[src/rtl/data_stack_if.sv]
// data_stack_if: operation request and stack status bundle between control and the data stack
interface data_stack_if #(parameter int DEPTH = 16);
    localparam int DW = $clog2(DEPTH) + 1;
    logic [2:0]    stackOP;
    logic [15:0]   stackWriteData;
    logic          errClr;
    logic [15:0]   top;
    logic [15:0]   second;
    logic [DW-1:0] depth;
    logic          full;
    logic          empty;
    logic          overflow;
    logic          underflow;
    modport master (
        output stackOP, stackWriteData, errClr,
        input  top, second, depth, full, empty, overflow, underflow
    );
    modport slave (
        input  stackOP, stackWriteData, errClr,
        output top, second, depth, full, empty, overflow, underflow
    );
endinterface

[src/rtl/data_stack.sv]
// data_stack: single-cycle 16-bit operand stack with sticky overflow/underflow flags
module data_stack #(parameter int DEPTH = 16) (
    input logic        CLK,
    input logic        reset,
    data_stack_if.slave bus
);
    localparam int AW = $clog2(DEPTH);
    typedef enum logic [2:0] {NOP, PUSH, POP, REPL, BIN, SWAP, DUP, POP2} op_t;
    logic [15:0] mem [DEPTH];
    logic [AW:0] cnt, cnt_nxt, need;
    logic [AW-1:0] i0, i1, i2, wa;
    logic [15:0] wd;
    logic ovf_q, unf_q, grow, lack, over, go, we, swap;
    op_t op;
    assign op = op_t'(bus.stackOP);
    // i0 is the next free slot, i1 the TOS slot, i2 the NOS slot; wrap is harmless since depth gates use
    assign i0 = cnt[AW-1:0];
    assign i1 = i0 - AW'(1);
    assign i2 = i0 - AW'(2);
    assign grow = op == PUSH || op == DUP;
    assign need = (op == POP || op == REPL || op == DUP) ? (AW+1)'(1) :
                  (op == BIN || op == SWAP || op == POP2) ? (AW+1)'(2) : '0;
    assign lack = cnt < need;
    assign over = grow && cnt == (AW+1)'(DEPTH);
    assign go = !lack && !over;
    // next depth and the single data write (SWAP adds a second write to the NOS slot)
    always_comb begin
        cnt_nxt = grow ? cnt + (AW+1)'(1) :
                  (op == POP || op == BIN) ? cnt - (AW+1)'(1) :
                  op == POP2 ? cnt - (AW+1)'(2) : cnt;
        we = go && (op inside {PUSH, DUP, REPL, BIN, SWAP});
        swap = go && op == SWAP;
        wa = grow ? i0 : op == BIN ? i2 : i1;
        wd = op == DUP ? mem[i1] : op == SWAP ? mem[i2] : bus.stackWriteData;
    end
    // depth and sticky error flags; a fault in the same cycle as errClr wins
    always_ff @(posedge CLK or negedge reset) begin
        if (!reset) begin
            cnt   <= '0;
            ovf_q <= 1'b0;
            unf_q <= 1'b0;
        end else begin
            cnt   <= go ? cnt_nxt : cnt;
            ovf_q <= over | (ovf_q & ~bus.errClr);
            unf_q <= lack | (unf_q & ~bus.errClr);
        end
    end
    // entry storage, unreset; stale entries above depth are never shown
    always_ff @(posedge CLK) begin
        if (we) mem[wa] <= wd;
        if (swap) mem[i2] <= mem[i1];
    end
    assign bus.top       = cnt != '0 ? mem[i1] : '0;
    assign bus.second    = cnt > (AW+1)'(1) ? mem[i2] : '0;
    assign bus.depth     = cnt;
    assign bus.full      = cnt == (AW+1)'(DEPTH);
    assign bus.empty     = cnt == '0;
    assign bus.overflow  = ovf_q;
    assign bus.underflow = unf_q;
endmodule

[src/flat_wrapper.sv]
// flat-port wrapper written by rule: the top's interface ports become plain ports
module data_stack_flat 
#(parameter int DEPTH = 16)
  (CLK, reset, bus_stackOP, bus_stackWriteData, bus_errClr, bus_top, bus_second, bus_depth, bus_full, bus_empty, bus_overflow, bus_underflow);
  data_stack_if #(.DEPTH(DEPTH)) bus_i ();
  input logic CLK;
  input logic reset;
  input wire logic [$bits(bus_i.stackOP)-1:0] bus_stackOP;
  input wire logic [$bits(bus_i.stackWriteData)-1:0] bus_stackWriteData;
  input wire logic [$bits(bus_i.errClr)-1:0] bus_errClr;
  output wire logic [$bits(bus_i.top)-1:0] bus_top;
  output wire logic [$bits(bus_i.second)-1:0] bus_second;
  output wire logic [$bits(bus_i.depth)-1:0] bus_depth;
  output wire logic [$bits(bus_i.full)-1:0] bus_full;
  output wire logic [$bits(bus_i.empty)-1:0] bus_empty;
  output wire logic [$bits(bus_i.overflow)-1:0] bus_overflow;
  output wire logic [$bits(bus_i.underflow)-1:0] bus_underflow;
  assign bus_i.stackOP = bus_stackOP;
  assign bus_i.stackWriteData = bus_stackWriteData;
  assign bus_i.errClr = bus_errClr;
  assign bus_top = bus_i.top;
  assign bus_second = bus_i.second;
  assign bus_depth = bus_i.depth;
  assign bus_full = bus_i.full;
  assign bus_empty = bus_i.empty;
  assign bus_overflow = bus_i.overflow;
  assign bus_underflow = bus_i.underflow;
  data_stack #(.DEPTH(DEPTH)) u_core (.CLK(CLK), .reset(reset), .bus(bus_i));
endmodule
[config.mk]
export PLATFORM = sky130hd
export DESIGN_NAME = data_stack_flat
export DESIGN_NICKNAME = d
export VERILOG_FILES = /design/src/rtl/data_stack_if.sv /design/src/rtl/data_stack.sv /design/src/flat_wrapper.sv
export SDC_FILE = /design/constraint.sdc
export NUM_CORES = 1
export LEC_CHECK = 0
export CAP_MARGIN = 10
export CORE_MARGIN = 1
export CORE_UTILIZATION = 40
export CTS_BUF_LIST = sky130_fd_sc_hd__clkbuf_8
export CTS_CLUSTER_SIZE = 8
export DETAILED_ROUTE_END_ITERATION = 12
export PLACE_DENSITY = 0.58
export RECOVER_POWER = 25
export SETUP_SLACK_MARGIN = 0.1
export SLEW_MARGIN = 15
export SYNTH_ARGS = -nofsm -noshare
export SYNTH_HDL_FRONTEND = slang
export SYNTH_SLANG_ARGS = --single-unit
[constraint.sdc]
create_clock -name CLK -period 4.33 [get_ports CLK]
set_input_delay 0.866 -clock CLK [delete_from_list [all_inputs] [get_ports CLK]]
set_output_delay 0.866 -clock CLK [all_outputs]
set_load 0.05 [all_outputs]
# Word level (Yosys, flattened, before mapping)
# Memory sizes are Yosys's and may differ from the RTL's.
# Cells that the tools add are included.
dict set report totals {
  register_bits 7
  ram_bits 256
  input_bits 22
  elab_cells 56
  memories 1
}
# name words width rd rd_clocked_by_memory_dff wr line
set mem_list {}
lappend mem_list {u_core.mem 16 16 2 0 2 data_stack.sv:9} ;# logic [15:0] mem [DEPTH];
dict set report op_classes {
  addsub 5
  order_cmp 2
  eq_ne 8
  mux 15
  bitwise 5
  reduce_logical 17
}
# operator n
set op_table {}
lappend op_table {{16-bit 2-to-1 mux} 4}
lappend op_table {{5-bit 2-to-1 mux} 4}
lappend op_table {{3-bit == test (second input constant)} 4}
lappend op_table {{5-bit nonzero test} 2}
lappend op_table {{4-bit 2-to-1 mux} 2}
lappend op_table {{3-bit by 2-bit == test with 1-bit output (second input constant)} 2}
lappend op_table {{1-bit logical OR} 6}
lappend op_table {{5-bit by 1-bit adder with 5-bit output (second input constant)} 1}
lappend op_table {{5-bit == test (second input constant)} 1}
lappend op_table {{5-bit by 1-bit greater-than comparator with 1-bit output (second input constant)} 1}
lappend op_table {{5-bit zero test} 1}
lappend op_table {{5-bit less-than comparator} 1}
lappend op_table {{5-bit by 1-bit subtractor with 5-bit output (second input constant)} 1}
lappend op_table {{5-bit by 2-bit subtractor with 5-bit output (second input constant)} 1}
lappend op_table {{1-bit logical AND} 4}
lappend op_table {{1-bit 2-to-1 mux} 4}
lappend op_table {{4-bit by 1-bit subtractor with 4-bit output (second input constant)} 1}
lappend op_table {{4-bit by 2-bit subtractor with 4-bit output (second input constant)} 1}
lappend op_table {{3-bit by 1-bit == test with 1-bit output (second input constant)} 1}
lappend op_table {{3-bit nonzero test} 1}
lappend op_table {{1-bit bitwise AND} 2}
lappend op_table {{1-bit zero test} 2}
lappend op_table {{2-bit 2-to-1 mux} 1}
lappend op_table {{1-bit OR} 2}
lappend op_table {{other kinds (2)} 2}

# Longest topological paths before layout
dict set report depth {
  depth_word 11
  ltp_mapped 16
  ltp_nobuf 8
}

# Worst setup path before layout
# No wires, ideal clock.
dict set report synth_path {
  kind {register to register}
  startpoint {reg u_core.cnt[0] (netlist: u_core.bus.depth[0])}
  endpoint {mem u_core.mem[4][0], enable pin}
  arrival_time_ps 4699
  setup_slack_ps -833
  stages_incl_launch_ff 14
  path_buffers 6
  path_cell_list {dfrtp_1 -> buf_6 -> buf_6 -> buf_4 -> inv_1 -> clkbuf_1 -> buf_2 -> ha_1 -> buf_2 -> nand2_1 -> nor3_1 -> a22oi_1 -> nand3_1 -> o21ai_0}
}
# item line
set synth_lines {}
lappend synth_lines {{from (decl)} data_stack.sv:10} ;# logic [AW:0] cnt, cnt_nxt, need;
lappend synth_lines {{from (signal assigned)} data_stack.sv:43} ;# cnt <= go ? cnt_nxt : cnt;
lappend synth_lines {{to (decl)} data_stack.sv:9}

# Final worst setup path
dict set report layout_path {
  startpoint {reg u_core.cnt[1] (netlist: u_core.bus.depth[1])}
  endpoint {out bus_top[4]}
}
dict set report layout_between {
  elab_chain_len 3
  elab_cells_between_ends 4
}
# item line
set layout_rtl {}
lappend layout_rtl {{4-bit by 1-bit subtractor with 4-bit output} data_stack.sv:18} ;# assign i1 = i0 - AW'(1);
lappend layout_rtl {{memory read 16 x 16 bit} -}
lappend layout_rtl {{16-bit 2-to-1 mux (*)} data_stack.sv:53} ;# assign bus.top = cnt != '0 ? mem[i1] : '0;
lappend layout_rtl {{to (decl)} flat_wrapper.sv:11} ;# output wire logic [$bits(bus_i.top)-1:0] bus_top;
# Every way passes the cells marked *; elsewhere a longest branch is shown, timed or not.

==> implementation parameters <==
Parameter                              Value

Global routing
  Total global-route track usage    29.4%
  Global-route wire length before repair    87.9 mm
  Global route total overflow    0
  Antenna violations before repair    0
  Largest net degree at the start of global routing    110
  Vias in the first global route    12,900

STA
  Max-slew headroom    around 16%
  RSZ-0062 raised after global routing    true
  Actual transition at the worst max-transition pin    1.25 ns
  Final hold viol count    0
  Post-Route Hold Slack    0.531 ns
  Final Cycle Share    95.8%
  Setup-violating endpoint count in the final report    0
  Final max-slew violation count    0
  Sum Neg Setup Slack    0 ns
  Final setup skew    0.0485 ns
  Achievable Freq    0.241 GHz
  Period minus WS final    4.15 ns

Synthesis
  Area fraction of the dominant cell type after synthesis    a little under half
  Total number of yosys warnings    0
  List of most frequent post-synthesis cells    256 x sky130_fd_sc_hd__edfxtp_1, 227 x sky130_fd_sc_hd__o22ai_1, 164 x sky130_fd_sc_hd__nand2_1
  Area leader, netlist    sky130_fd_sc_hd__edfxtp_1
  Share of flip-flops with an asynchronous set or reset after synthesis    under 10%
  Top cells by area, synth    sky130_fd_sc_hd__edfxtp_1 47%, sky130_fd_sc_hd__mux4_2 17%, sky130_fd_sc_hd__o22ai_1 8.8%
  Net Count, Synth    1,298
  Number of flops mapped to enable cells by yosys    256
  Top flip-flop cell by instance count after synthesis    sky130_fd_sc_hd__edfxtp_1
  Summed instance area of the synthesized netlist    16,200 um2
  Sequential element share of the synthesized area    48.6%
  Post-synthesis cell count    between 1,000 and 1,500
  Cell with the most instances after synthesis    sky130_fd_sc_hd__edfxtp_1
  Total of flip-flops plus latches after synthesis    263
  Netlist cell types    71
  Syn Area/Cell    12.8 um2

Setup path
  Startpoint-to-endpoint class of the critical path    flop to output pin
  Delay of the slowest cell on the worst path    0.53 ns
  Data arrival time of the worst path    3.28 ns
  Ordered list of cells on the worst path    inv_1 > ha_4 > xnor2_4 > buf_12 > buf_12 > mux4_2 > mux2_2 > a21oi_2 > nor2_1 > buf_4
  Cell repeated most along the worst path    sky130_fd_sc_hd__buf_12
  Cell with the largest stage delay on the worst path    sky130_fd_sc_hd__dfrtp_4
  Worst endpoint required time    3.46 ns
  Worst path buffer plus inverter count    4
  Startpoint Class    flop
  CP max FO    23
  Critical path endpoint category    output pin
  Kind of cell with the highest combined delay on the critical path    buffers and inverters

Layout
  Area grow syn2layout    20.9%
  Count of antenna diodes in the layout    0
  Proportion of layout cells with a drive suffix above 1    32.5%
  Final #Nets    1,421

Drt
  Number of remaining DRC errors    0
  Vias    13,275
  Drt via density    6.79
  Wire length per cell after detailed routing    30.9 um
  Wirelength, routed    60.4 mm
  Number of nets with antenna violations after routing    0
  DR pass1 iterations    5
  Iteration-0 DRC Markers    between 1,500 and 2,000

Floorplanning
  CORE AREA    ~40,000 um2
  Die span in y    203 um
  Width of the die    203 um
  Number of top-level pins    63
  Starting density of the core    40.7%
  Die Area    41,300 um2
  Site row count    73

Clocking
  Clock transition at path regs    roughly 0.06 ns
  Skew-Pair Late Insertion Delay    between 0.6 and 0.7 ns
  Number of buffers added by the clock tree synthesis step    47
  Master cell of the clock root buffer    sky130_fd_sc_hd__clkbuf_8
  Sinks on Clock Net    263
  H-tree levels    2
  Largest buffer count on any clock path    3
  TritonCTS clock tree    done

Placed design
  HPWL after detailed placement    39.1 mm
  GP Congestion    0.950
  Quantity of I/O buffers inserted on ports    62

Flow run
  Max-cap check violation count    0

Hold path
  Type of the most critical hold path    flop to flop

Run status
  Outcome    finished clean
path summary, 6_finish.rpt:
kind | endpoint | slack [ns] | startpoint | depth (start not counted)
worst min-delay path | u_core.bus.underflow | 0.53 | u_core.bus.underflow | 2
min in group asynchronous | u_core.bus.underflow | 0.60 | reset | 1
worst max-delay path | bus_top[4] | 0.18 | u_core.bus.depth[1] | 10
max in group asynchronous | u_core.bus.depth[0] | 3.44 | reset | 1
worst min register to register | u_core.bus.underflow | 0.53 | u_core.bus.underflow | 2
worst max register to register | u_core.mem[2][0] | 0.59 | u_core.bus.depth[2] | 9
area by class of cell:
class,count,area (um2)
Fill cell,3558,20200
Multi-Input combinational cell,858,8060
Sequential cell,263,7870
Timing Repair Buffer,211,2010
Clock buffer,50,688
Tap cell,525,657
Clock inverter,37,243
Inverter,10,41.3
registers in the layout, indices dropped and copies added, names as in the netlist:
signal                cells
u_core.bus.depth          5
u_core.bus.underflow      1
u_core.bus.overflow       1
u_core.mem              256
layer usage:
layer / track usage, % / vias to the layer above / share of wire [%]
met5: 0 / - / 0
met4: 12.9 / 0 / 4.3
met3: 6.62 / 149 / 10
met2: 46.9 / 890 / 47
met1: 38.5 / 6775 / 39
li1: - / 5461 / -
logic make-up (layout without fill, tap and decap cells):
group	Yosys count	count (layout)	share of synthesized area, %
and+or+nand+nor	306	306	8.23
buffers and inverters	148	308	4.95
DFF	263	263	48.6
muxes	149	149	19.4
AOI/OAI and AO/OA	383	383	17.4
xor gates and xnor gates	11	12	0.873
adders and majority gates	8	8	0.618
worst register-to-register path, stage by stage (launching register included):
cell and delay, ns:
sky130_fd_sc_hd__dfrtp_4 0.57, sky130_fd_sc_hd__inv_1 0.21, sky130_fd_sc_hd__ha_4 0.25, sky130_fd_sc_hd__xor2_4 0.23, sky130_fd_sc_hd__buf_4 0.23, sky130_fd_sc_hd__nor2_1 0.96
sky130_fd_sc_hd__buf_4 0.30, sky130_fd_sc_hd__nand3_1 0.18, sky130_fd_sc_hd__o21ai_2 0.13, sky130_fd_sc_hd__buf_4 0.33
cells in the final DEF (no fill, tap or decap), types with 11 or more instances in the layout:
master / netlist / layout
sky130_fd_sc_hd__mux2i_1: 18 / 18
sky130_fd_sc_hd__a311oi_4: 0 / 11
sky130_fd_sc_hd__edfxtp_1: 256 / 256
sky130_fd_sc_hd__o22ai_1: 227 / 227
sky130_fd_sc_hd__buf_12: 0 / 34
sky130_fd_sc_hd__nor3_2: 10 / 15
sky130_fd_sc_hd__o21ai_0: 27 / 12
sky130_fd_sc_hd__nor2_4: 0 / 14
sky130_fd_sc_hd__clkbuf_8: 0 / 50
sky130_fd_sc_hd__a21oi_1: 13 / 13
sky130_fd_sc_hd__inv_1: 9 / 26
sky130_fd_sc_hd__buf_4: 30 / 128
sky130_fd_sc_hd__clkdlybuf4s50_1: 0 / 21
sky130_fd_sc_hd__a2bb2oi_1: 13 / 13
sky130_fd_sc_hd__nand2_1: 164 / 164
sky130_fd_sc_hd__nand3_1: 14 / 14
sky130_fd_sc_hd__mux4_2: 123 / 123
sky130_fd_sc_hd__nor2_1: 77 / 64
sky130_fd_sc_hd__o21ai_2: 14 / 19
sky130_fd_sc_hd__o21ai_4: 0 / 11
sky130_fd_sc_hd__a21oi_2: 11 / 11
sky130_fd_sc_hd__clkbuf_1: 42 / 15
sky130_fd_sc_hd__a22o_1: 14 / 15
through the flow:
step | area, um2 | worst slack, ns | cells | utilization (%)
global placement | 18600 | 0.385 | 1847 | 46.6
global route | 19600 | 0.0854 | 1954 | 49.2
detailed placement | 18600 | 0.393 | 1847 | 46.6
finish | 19600 | 0.182 | 1954 | 49.2
CTS | 19600 | 0.106 | 1944 | 49.3
floorplan | 16700 | 0.0782 | 1268 | -
what timing repair did:
item	4_1_cts	5_1_grt
cloned	1	0
gates resized for setup	6	2
pin swaps	5	2
setup endpoints to repair	30	13
setup buffers	9	10
hold buffers	0	0
hold endpoints to repair	0	0
Power is left out: the tool's default activity adds up to more than one toggle a clock period on the data nets, which glitch-free logic cannot reach.
